<file path="config.mk">
export PLATFORM = sky130hd
export DESIGN_NAME = mic_tick_gen
export DESIGN_NICKNAME = d
export VERILOG_FILES = /design/src/rtl/mic_pkg.sv /design/src/rtl/mic_period_core.sv /design/src/rtl/mic_tick_gen.sv
export SDC_FILE = /design/constraint.sdc
export NUM_CORES = 1
export LEC_CHECK = 0
export ABC_AREA = 1
export CORE_UTILIZATION = 35
export CTS_CLUSTER_DIAMETER = 50
export CTS_CLUSTER_SIZE = 25
export DETAILED_ROUTE_END_ITERATION = 10
export GPL_TIMING_DRIVEN = 0
export SKIP_CTS_REPAIR_TIMING = 1
export SLEW_MARGIN = 15
export SYNTH_ARGS = -nofsm -noshare
export SYNTH_HDL_FRONTEND = slang
export SYNTH_SLANG_ARGS = --single-unit
</file>
<file path="constraint.sdc">
create_clock -name clk -period 5.55 [get_ports clk]
set_clock_uncertainty 0.2 [all_clocks]
set_input_delay 1.11 -clock clk [delete_from_list [all_inputs] [get_ports clk]]
set_output_delay 1.11 -clock clk [all_outputs]
set_load 0.005 [all_outputs]
</file>
<file path="src/rtl/mic_pkg.sv">
// ============================================================================
//  Module  : mic_pkg
//  Brief   : Shared types and default widths for the microphone tick generator
//  Revision: 1.0  initial release
// ============================================================================
`default_nettype none

package mic_pkg;

    typedef enum logic {
        MIC_MODE_ALT = 1'b0,
        MIC_MODE_ACC = 1'b1
    } mic_mode_t;

    typedef enum logic {
        PH_A = 1'b0,
        PH_B = 1'b1
    } mic_phase_t;

    localparam int c_acc_w = 16;
    localparam int c_cnt_w = 8;
    localparam int c_dec_w = 8;

endpackage

`default_nettype wire

</file>
<file path="src/rtl/mic_period_core.sv">
// ============================================================================
//  Module  : mic_period_core
//  Brief   : Alternating two-period counter and phase accumulator; emits the
//            combinational terminal-event strobe consumed by the tick logic.
//  Revision: 1.0  initial release
// ============================================================================
`default_nettype none

module mic_period_core
    import mic_pkg::*;
#(
    parameter int ACC_W = c_acc_w,
    parameter int CNT_W = c_cnt_w
) (
    input  logic             clk,
    input  logic             rst_n,
    input  logic             i_en,
    input  logic             i_clr,
    input  mic_mode_t        i_mode,
    input  logic [CNT_W-1:0] i_per_a,
    input  logic [CNT_W-1:0] i_per_b,
    input  logic [ACC_W-1:0] i_inc,
    output logic             o_evt
);

    logic [CNT_W-1:0] r_cnt;
    mic_phase_t       r_phase;
    logic [ACC_W-1:0] r_acc;

    logic [CNT_W-1:0] w_per;
    logic [CNT_W-1:0] w_last;
    logic [ACC_W:0]   w_sum;
    logic             w_alt_evt;

    // A zero period behaves like a period of one: terminal count is 0.
    always_comb begin
        w_per     = (r_phase == PH_A) ? i_per_a : i_per_b;
        w_last    = (w_per == '0) ? '0 : w_per - CNT_W'(1);
        w_sum     = {1'b0, r_acc} + {1'b0, i_inc};
        w_alt_evt = (r_cnt == w_last);
        o_evt     = i_en && ((i_mode == MIC_MODE_ACC) ? w_sum[ACC_W] : w_alt_evt);
    end

    always_ff @(posedge clk or negedge rst_n) begin
        if (!rst_n) begin
            r_cnt   <= '0;
            r_phase <= PH_A;
            r_acc   <= '0;
        end else if (!i_en || i_clr) begin
            r_cnt   <= '0;
            r_phase <= PH_A;
            r_acc   <= '0;
        end else if (i_mode == MIC_MODE_ACC) begin
            r_acc   <= w_sum[ACC_W-1:0];
        end else if (w_alt_evt) begin
            r_cnt   <= '0;
            r_phase <= (r_phase == PH_A) ? PH_B : PH_A;
        end else begin
            r_cnt   <= r_cnt + CNT_W'(1);
        end
    end

endmodule

`default_nettype wire

</file>
<file path="src/rtl/mic_tick_gen.sv">
// ============================================================================
//  Module  : mic_tick_gen
//  Brief   : Mic bit tick, 50% mic clock and decimated sample strobe with
//            double-buffered configuration applied on tick boundaries.
//  Revision: 1.0  initial release
// ============================================================================
`default_nettype none

module mic_tick_gen
    import mic_pkg::*;
#(
    parameter int ACC_W     = c_acc_w,
    parameter int CNT_W     = c_cnt_w,
    parameter int DEC_W     = c_dec_w,
    parameter int RST_MODE  = 0,
    parameter int RST_PER_A = 17,
    parameter int RST_PER_B = 16,
    parameter int RST_INC   = 0,
    parameter int RST_DECIM = 1
) (
    input  logic             clk,
    input  logic             rst_n,
    input  logic             en,
    input  logic             cfg_wr,
    input  logic             cfg_mode,
    input  logic [CNT_W-1:0] cfg_per_a,
    input  logic [CNT_W-1:0] cfg_per_b,
    input  logic [ACC_W-1:0] cfg_inc,
    input  logic [DEC_W-1:0] cfg_decim,
    output logic             cfg_pending,
    output logic             tick,
    output logic             mic_clk,
    output logic             sample_tick
);

    mic_mode_t        r_pend_mode;
    logic [CNT_W-1:0] r_pend_per_a;
    logic [CNT_W-1:0] r_pend_per_b;
    logic [ACC_W-1:0] r_pend_inc;
    logic [DEC_W-1:0] r_pend_decim;

    mic_mode_t        r_act_mode;
    logic [CNT_W-1:0] r_act_per_a;
    logic [CNT_W-1:0] r_act_per_b;
    logic [ACC_W-1:0] r_act_inc;
    logic [DEC_W-1:0] r_act_decim;

    logic             r_cfg_pending;
    logic             r_tick;
    logic             r_mic_clk;
    logic             r_sample_tick;
    logic [DEC_W-1:0] r_dcnt;

    logic             w_evt;
    logic             w_apply;
    logic [DEC_W-1:0] w_dec_last;
    logic [DEC_W-1:0] w_dcnt_nxt;
    logic             w_sample_nxt;

    mic_period_core #(
        .ACC_W (ACC_W),
        .CNT_W (CNT_W)
    ) u_core (
        .clk     (clk),
        .rst_n   (rst_n),
        .i_en    (en),
        .i_clr   (w_apply),
        .i_mode  (r_act_mode),
        .i_per_a (r_act_per_a),
        .i_per_b (r_act_per_b),
        .i_inc   (r_act_inc),
        .o_evt   (w_evt)
    );

    // Pending config swaps in on a terminal event, or immediately when idle.
    assign w_apply = r_cfg_pending && (!en || w_evt);

    // The sample decision uses the outgoing config; the counter restarts on apply.
    always_comb begin
        w_dec_last   = (r_act_decim == '0) ? '0 : r_act_decim - DEC_W'(1);
        w_dcnt_nxt   = r_dcnt;
        w_sample_nxt = 1'b0;
        if (w_evt) begin
            if (r_dcnt == w_dec_last) begin
                w_sample_nxt = 1'b1;
                w_dcnt_nxt   = '0;
            end else begin
                w_dcnt_nxt   = r_dcnt + DEC_W'(1);
            end
        end
        if (!en || w_apply) begin
            w_dcnt_nxt = '0;
        end
    end

    always_ff @(posedge clk or negedge rst_n) begin
        if (!rst_n) begin
            r_pend_mode   <= (RST_MODE != 0) ? MIC_MODE_ACC : MIC_MODE_ALT;
            r_pend_per_a  <= CNT_W'(RST_PER_A);
            r_pend_per_b  <= CNT_W'(RST_PER_B);
            r_pend_inc    <= ACC_W'(RST_INC);
            r_pend_decim  <= DEC_W'(RST_DECIM);
            r_act_mode    <= (RST_MODE != 0) ? MIC_MODE_ACC : MIC_MODE_ALT;
            r_act_per_a   <= CNT_W'(RST_PER_A);
            r_act_per_b   <= CNT_W'(RST_PER_B);
            r_act_inc     <= ACC_W'(RST_INC);
            r_act_decim   <= DEC_W'(RST_DECIM);
            r_cfg_pending <= 1'b0;
        end else begin
            if (w_apply) begin
                r_act_mode  <= r_pend_mode;
                r_act_per_a <= r_pend_per_a;
                r_act_per_b <= r_pend_per_b;
                r_act_inc   <= r_pend_inc;
                r_act_decim <= r_pend_decim;
            end
            if (cfg_wr) begin
                r_pend_mode   <= cfg_mode ? MIC_MODE_ACC : MIC_MODE_ALT;
                r_pend_per_a  <= cfg_per_a;
                r_pend_per_b  <= cfg_per_b;
                r_pend_inc    <= cfg_inc;
                r_pend_decim  <= cfg_decim;
                r_cfg_pending <= 1'b1;
            end else if (w_apply) begin
                r_cfg_pending <= 1'b0;
            end
        end
    end

    always_ff @(posedge clk or negedge rst_n) begin
        if (!rst_n) begin
            r_tick        <= 1'b0;
            r_mic_clk     <= 1'b0;
            r_sample_tick <= 1'b0;
            r_dcnt        <= '0;
        end else begin
            r_tick        <= w_evt;
            r_mic_clk     <= en ? (r_mic_clk ^ w_evt) : 1'b0;
            r_sample_tick <= w_sample_nxt;
            r_dcnt        <= w_dcnt_nxt;
        end
    end

    assign cfg_pending = r_cfg_pending;
    assign tick        = r_tick;
    assign mic_clk     = r_mic_clk;
    assign sample_tick = r_sample_tick;

endmodule

`default_nettype wire

</file>
### Word level (Yosys, flattened, before mapping)

Cells that the tools add are included.

* bits of input ports: 45
* output and inout port bits: 4
* memory bits (read-only): 0
* memory bits (writable): 0
* memories: 0
* word-level logic and storage cells: 61
* bits in latches: 0
* flip-flop bits (word level): 119

* divide/modulo/power cells: 0
* shift-type cells: 0
* multiplexer cells: 22
* add/sub/neg operators: 5
* bitwise operators: 1
* reduce and logical (&&, ||, !) cells: 12
* equal/unequal tests: 3
* multipliers: 0
* order comparisons: 0

Operator list (count)
* $mux 8: 9
* $mux 16: 2
* $add 16x16->17: 1
* $add 8x1->8 const B: 2
* $eq 8x8->1: 2
* $logic_not 8->1: 2
* $sub 8x1->8 const B: 2
* $mux 1: 11
* $reduce_bool 2->1: 4
* $logic_and 1x1->1: 2
* $logic_or 1x1->1: 2
* $ne 2x1->1 const B: 1
* $reduce_and 2->1: 1
* $logic_not 1->1: 1
* $xor 1x1->1: 1

### Longest topological paths before layout

* word-level depth: 11
* mapped depth: 22
* depth with buffers taken out: 20

### By module

Synthesis repeated with hierarchy kept, for this count alone.

* cells, all modules: 802
* area, all modules: 6443.7 µm²

By module, submodules not included
* mic_tick_gen: cells an instance 446, area an instance 4056.4 µm², times used 1, seq. area each 2362.3 µm²
* mic_period_core: cells an instance 356, area an instance 2387.3 µm², times used 1, seq. area each 625.6 µm²

### Worst setup path after synthesis

No wires, ideal clock.

* kind: register to register
* from: register u_core.r_phase
* to: register r_act_per_a[3]
* cell stages (with the launch flop): 22
* required time: 5.230 ns
* setup time: 0.120 ns
* path slack: 2.721 ns
* period minus slack after synthesis: 2.829 ns
* arrival time: 2.510 ns
* buffers on the path: 4
* cell sequence: dfrtp_1 -> buf_6 -> inv_4 -> buf_6 -> nand2_1 -> nand2_2 -> ha_1 -> nand3_1 -> nor2_2 -> nand3_2 -> buf_6 -> nand2_2 -> nand2_1 -> nand2_1 -> nand3_2 -> nor2_4 -> nand4_4 -> nand3_4 -> nand2_8 -> buf_6 -> nor2_4 -> a21oi_2

* cells in the longest elaborated chain, start to end: 8
* elaborated cells on any way between the ends: 9
* those cells by class: add/sub (1); eq/ne (1); mux (3); reduce/logical (4)

RTL lines
* from (decl): line mic_period_core.sv:27 `mic_phase_t r_phase;`
* from (signal assigned): line mic_period_core.sv:57 `r_phase <= (r_phase == PH_A) ? PH_B : PH_A;`
* $mux 8 *: line mic_period_core.sv:37 `w_per = (r_phase == PH_A) ? i_per_a : i_per_b;`
* $sub 8x1->8 or $logic_not 8->1 (tied branches): line mic_period_core.sv:38 `w_last = (w_per == '0) ? '0 : w_per - CNT_W'(1);`
* $mux 8 *: line mic_period_core.sv:38
* $eq 8x8->1 *: line mic_period_core.sv:40 `w_alt_evt = (r_cnt == w_last);`
* $mux 1 *: line mic_period_core.sv:41 `o_evt = i_en && ((i_mode == MIC_MODE_ACC) ? w_sum[ACC_W] : w_alt_evt);`
* $logic_and 1x1->1 *: line mic_period_core.sv:41
* $logic_or 1x1->1 *: line mic_tick_gen.sv:76 `assign w_apply = r_cfg_pending && (!en || w_evt);`
* $logic_and 1x1->1 *: line mic_tick_gen.sv:76
* to (signal assigned): line mic_tick_gen.sv:104 `r_act_per_a <= CNT_W'(RST_PER_A);`
* to (signal assigned): line mic_tick_gen.sv:112 `r_act_per_a <= r_pend_per_a;`
* to (decl): line mic_tick_gen.sv:43 `logic [CNT_W-1:0] r_act_per_a;`

Mark *: on every way between the ends. The rest lies on a longest branch, timed or not.
A chain may end at the register's enable or synchronous reset.

### Worst setup path in the final report

* from: register u_core.r_phase
* to: register u_core.r_acc[7]

* cells in the longest elaborated chain, start to end: 10
* elaborated cells on any way between the ends: 12
* those cells by class: add/sub (1); eq/ne (1); mux (4); reduce/logical (6)

RTL lines
* $mux 8 *: line mic_period_core.sv:37
* $sub 8x1->8 or $logic_not 8->1 (tied branches): line mic_period_core.sv:38
* $mux 8 *: line mic_period_core.sv:38
* $eq 8x8->1 *: line mic_period_core.sv:40
* $mux 1 *: line mic_period_core.sv:41
* $logic_and 1x1->1 *: line mic_period_core.sv:41
* $logic_or 1x1->1 *: line mic_tick_gen.sv:76
* $logic_and 1x1->1 *: line mic_tick_gen.sv:76
* $logic_or 1x1->1 *: line mic_period_core.sv:49 `end else if (!i_en || i_clr) begin`
* $mux 16 or $reduce_bool 2->1 (tied branches)
* to (signal assigned): line mic_period_core.sv:54 `r_acc <= w_sum[ACC_W-1:0];`
* to (decl): line mic_period_core.sv:28 `logic [ACC_W-1:0] r_acc;`

Marks and branches as above.

==> impl_summary.md <==
Outcome
The run finished with clean final reports.

Logic synthesis
Of all cell types, the one taking the most synthesized area is dfrtp_1. The cell count after synthesis is 837. The net count after synthesis is 903. The number of enable-type register cells in the synthesized netlist is 0. The top cell type's share of synthesized area is 0.4173. Averaged over all synthesized cells, the footprint is 7.953 um^2.

For this run, asynchronously set or reset flops after synthesis account for 1.000. The post-synthesis register bit count is 119. Yosys attributes the largest share of cell area to dfrtp_1 (42%), nand2_1 (19%), nand3_1 (5.6%). The mux cell area share after synthesis is 0. The synthesized netlist occupies a cell area of about 6700 um^2. The simple-gate portion of the synthesized area is 0.3288. The arithmetic-cell share of the synthesized area counting full adders, half adders and majority gates is 0.04060. Of the total synthesized cell area, the portion taken by XOR and XNOR cells is 0.03797. In the synthesized netlist the dominant register cell turns out to be dfrtp_1.

The count of warnings emitted by yosys is 0. The fraction of the mapped netlist area in compound gates is 0.07049. The synthesized netlist contains 44 unique library cells. The dominant combinational cell family by area after synthesis is simple AND/OR/NAND/NOR gates. The part of the Yosys area used for sequential elements is 0.4489.

Clock tree
The root buffer cell is clkbuf_16. The clock network latency to the later pin of the worst-skew pair is 420 ps. Clock-pin slew was measured on the worst setup and hold paths at ~60 ps. TritonCTS created 17 clock buffers. The maximum number of buffers from clock root to sink is 2. The clock tree synthesis step divided the H-tree into 4 levels.

TritonCTS built the clock tree. For this design, the sink count on the clock tree is 119.

Die
The top-level port count is 49. The die covers around 20,000 um^2. The width of the die is 139.9 um. The effective utilization at floorplan is 0.3570.

The floorplan step set the die height to 139.9 um. The area of the core region is 18,640 um^2. The floorplan has 50 rows.

Pwr
The total leakage power is 4.070 nW. The worst vdd rail ir drop is 0.1955 mV. The clock share of power is 0.394. For this design the ratio of total power to cell area is 359.6 nW/um^2. Of the total power, the share spent switching nets is 0.3135. Cell internal power was estimated by the tool at roughly 0.002 W.

The switching power is roughly 0.00091 W. The combinational power share is 0.241. The share of total power dissipated in sequential elements is 0.366.

Timing
The final count of negative-setup-slack endpoints is 0. For this run, the top clock speed supported by timing is a little over 300 MHz. The number of failing hold endpoints at the final stage is 0. In the finished design, the share of the clock period the worst path needs comes to 0.5928. Setup repair after global routing left no endpoint under its margin. The worst-case hold slack is 268.8 ps. For the pin with the worst max-slew slack, the measured transition is 632.5 ps. The shortest period the worst path allows is 3290 ps.

The relative slew slack is 0.5783. The number of max-slew violations in the final report was 0. The setup TNS is 0 ps.

Critical path
The setup path with the least slack is of type reg2reg. The termination of the worst setup path is u_core.r_acc[7]. For the worst setup path, the data required time is 5650 ps.

Setup slack on the worst reg-to-reg path comes out at approximately 2300 ps. The maximum net fanout on the critical path is 10. The type of element capturing the critical path is a flip-flop. The capture point of the worst reg-to-reg path is u_core.r_acc[7]. The worst register-to-register path begins at u_core.r_phase.

In this run the worst setup path begins at u_core.r_phase. The sort of element at the start of the critical path is a flip-flop. The critical path arrival is around 3400 ps. For the worst flop-to-flop path, the logic depth is 21.

Route
The detailed router finished its first iteration with roughly 270 violations. The detail route stage leaves a number of antenna-violating nets equal to 0. For this run, design rule violations remaining after detail routing come to 0. The first-pass detailed-route iteration total is 4. The vias after detailed routing is 5,351. The routed design has ~15,000 um of wire. Using the TritonRoute via totals, the vias-per-cell ratio works out to approximately 4.6. In the final routed layout, each cell accounts on average for 12.99 um.

Job
The tool flagged a number of max-cap violations equal to 0.

Finish
The area growth from synthesis to layout is 21.18%. Of the cells placed in the final design, the portion with a size suffix greater than 1 is 0.1144. The repair_antennas step left the layout with diodes totalling 0. The utilization after layout is 0.4327.

The number of nets in the layout is approximately 970. The number of fill cells is 1,918.

Global routing
The wire length of the first global-routing pass is around 26,000 um. After global routing the overflow that remains totals 0. The via count of the first global-routing pass came to 5,209. For this run, the total global-route usage over all layers was measured as 0.1661. The maximum number of pins on one net before global-route repair is 73. The initial antenna violation count is 0.

Placement
At the end of routability-driven placement, the weighted congestion stood at 0.8279. The count of input and output buffers is 48. The wire-length estimate of the detail-placed layout is 10,670 um.

Min path
In this run the worst hold path is classified as reg2reg.
-- stage by stage --
step                power [W]  instances  area [um^2]  worst slack [ps]
finish               0.002900       1152         8066              2260
global route         0.003073       1152         8066              2033
CTS                  0.002929       1152         8066              2246
detailed placement   0.001774       1120         7458              2258
global placement     0.001759       1119         7430             -1622
floorplan            0.001582        837         6656              2721
-- cell usage after synthesis (2+ instances only) --
master      n
nand2_1   333
dfrtp_1   111
nand3_1    75
inv_1      70
nor2_1     30
o21ai_0    21
ha_1       20
xor2_1     19
a21oi_2    17
a21oi_1    13
nor2_4     12
clkbuf_1   11
nor3_1     11
buf_6      10
o21ai_1     9
dfstp_2     8
nand3b_1    8
xnor2_1     8
nand4_1     7
buf_2       4
nand2_2     4
nand3_2     4
buf_4       3
clkinv_1    3
a31oi_1     2
inv_2       2
nor2_2      2
o211ai_1    2
o21bai_1    2
or2_2       2
-- layout make-up --
| class | instances | area, um^2 | area share |
|---|---|---|---|
| buffer | 29 | 200.2 | 0.02482 |
| sequential | 119 | 2988 | 0.3704 |
| multi-input combinational | 613 | 3181 | 0.3943 |
| tap | 234 | 292.8 | 0.03630 |
| clock buffer | 22 | 464.2 | 0.05755 |
| clock inverter | 10 | 143.9 | 0.01784 |
| inverter | 76 | 287.8 | 0.03568 |
| timing repair buffer | 49 | 509.2 | 0.06313 |
-- worst max-delay path, cell delays in order (launching register included) --
cell and delay (ps):
dfrtp_1 370, buf_6 140, inv_4 70, buf_6 140
nand2_1 70, nand2_2 150, ha_1 240, nand3_1 100
nor2_2 190, nand3_2 150, buf_6 180, nand2_2 50
nand2_1 50, nand2_1 60, nand3_2 80, nor2_4 140
nand3_2 150, o211ai_1 220, inv_2 140, buf_6 170
nand2_1 60, nand2_1 50
-- power by group through the flow --
stage / Sequential [W] / Combinational, W / Clock [W]
6_report: 0.00106 / 0.000698 / 0.00114
3_3_place_gp: 0.00107 / 0.000686 / 0
5_1_grt: 0.00107 / 0.000792 / 0.00121
3_5_place_dp: 0.00107 / 0.000701 / 0
4_1_cts: 0.00106 / 0.000705 / 0.00116
2_1_floorplan: 0.00105 / 0.000530 / 0
-- metal layers --
layer | vias to the layer above | track usage | wire, um
met4 | 0 | 0.04858 | 135
met5 | - | 0 | 0
li1 | 2802 | - | -
met2 | 59 | 0.2705 | 6995
met1 | 2479 | 0.2199 | 7435
met3 | 11 | 0.03863 | 398
-- state kept, by name, summed over array words and instances (netlist names), 8 cells and up --
name	flops
r_act_per_a	8
r_act_inc	16
u_core.r_cnt	8
r_pend_decim	8
r_act_decim	8
r_act_per_b	8
r_dcnt	8
r_pend_inc	16
r_pend_per_b	8
r_pend_per_a	8
u_core.r_acc	16
-- cells by family (layout without fill, tap and decap cells) --
logic type      count (synthesis)  in the layout
simple gates                  492            492
fa+ha+maj                      21             21
compound gates                 72             72
flops                         119            119
xor+xnor                       28             28
buf+inv                       105            186
-- how the worst min path moves through the flow --
| stage | startpoint | cells after the start | slack, ps | endpoint |
|---|---|---|---|---|
| final | r_pend_inc[12] | 2 | 270 | r_pend_inc[12] |
| after global routing | r_pend_inc[13] | 2 | 280 | r_pend_inc[13] |
| after CTS | r_pend_per_b[7] | 2 | 270 | r_pend_per_b[7] |
| after detailed placement | r_pend_per_b[7] | 2 | 260 | r_pend_per_b[7] |
| after global placement | r_pend_per_b[7] | 2 | 260 | r_pend_per_b[7] |
| after floorplan | r_act_per_a[7] | 2 | 240 | r_act_per_a[7] |
-- cell usage in the layout (no fill, tap or decap), types with 12 or more instances in the layout --
master | Yosys | final
nand3_1 | 75 | 75
nand2_1 | 333 | 333
dfrtp_1 | 111 | 111
inv_1 | 70 | 70
ha_1 | 20 | 20
a21oi_2 | 17 | 17
clkbuf_1 | 11 | 14
clkdlybuf4s50_1 | 0 | 47
nor2_1 | 30 | 30
xor2_1 | 19 | 19
o21ai_0 | 21 | 21
a21oi_1 | 13 | 13
nor2_4 | 12 | 12
clkbuf_16 | 0 | 17
Power figures use the tool's default switching activity.
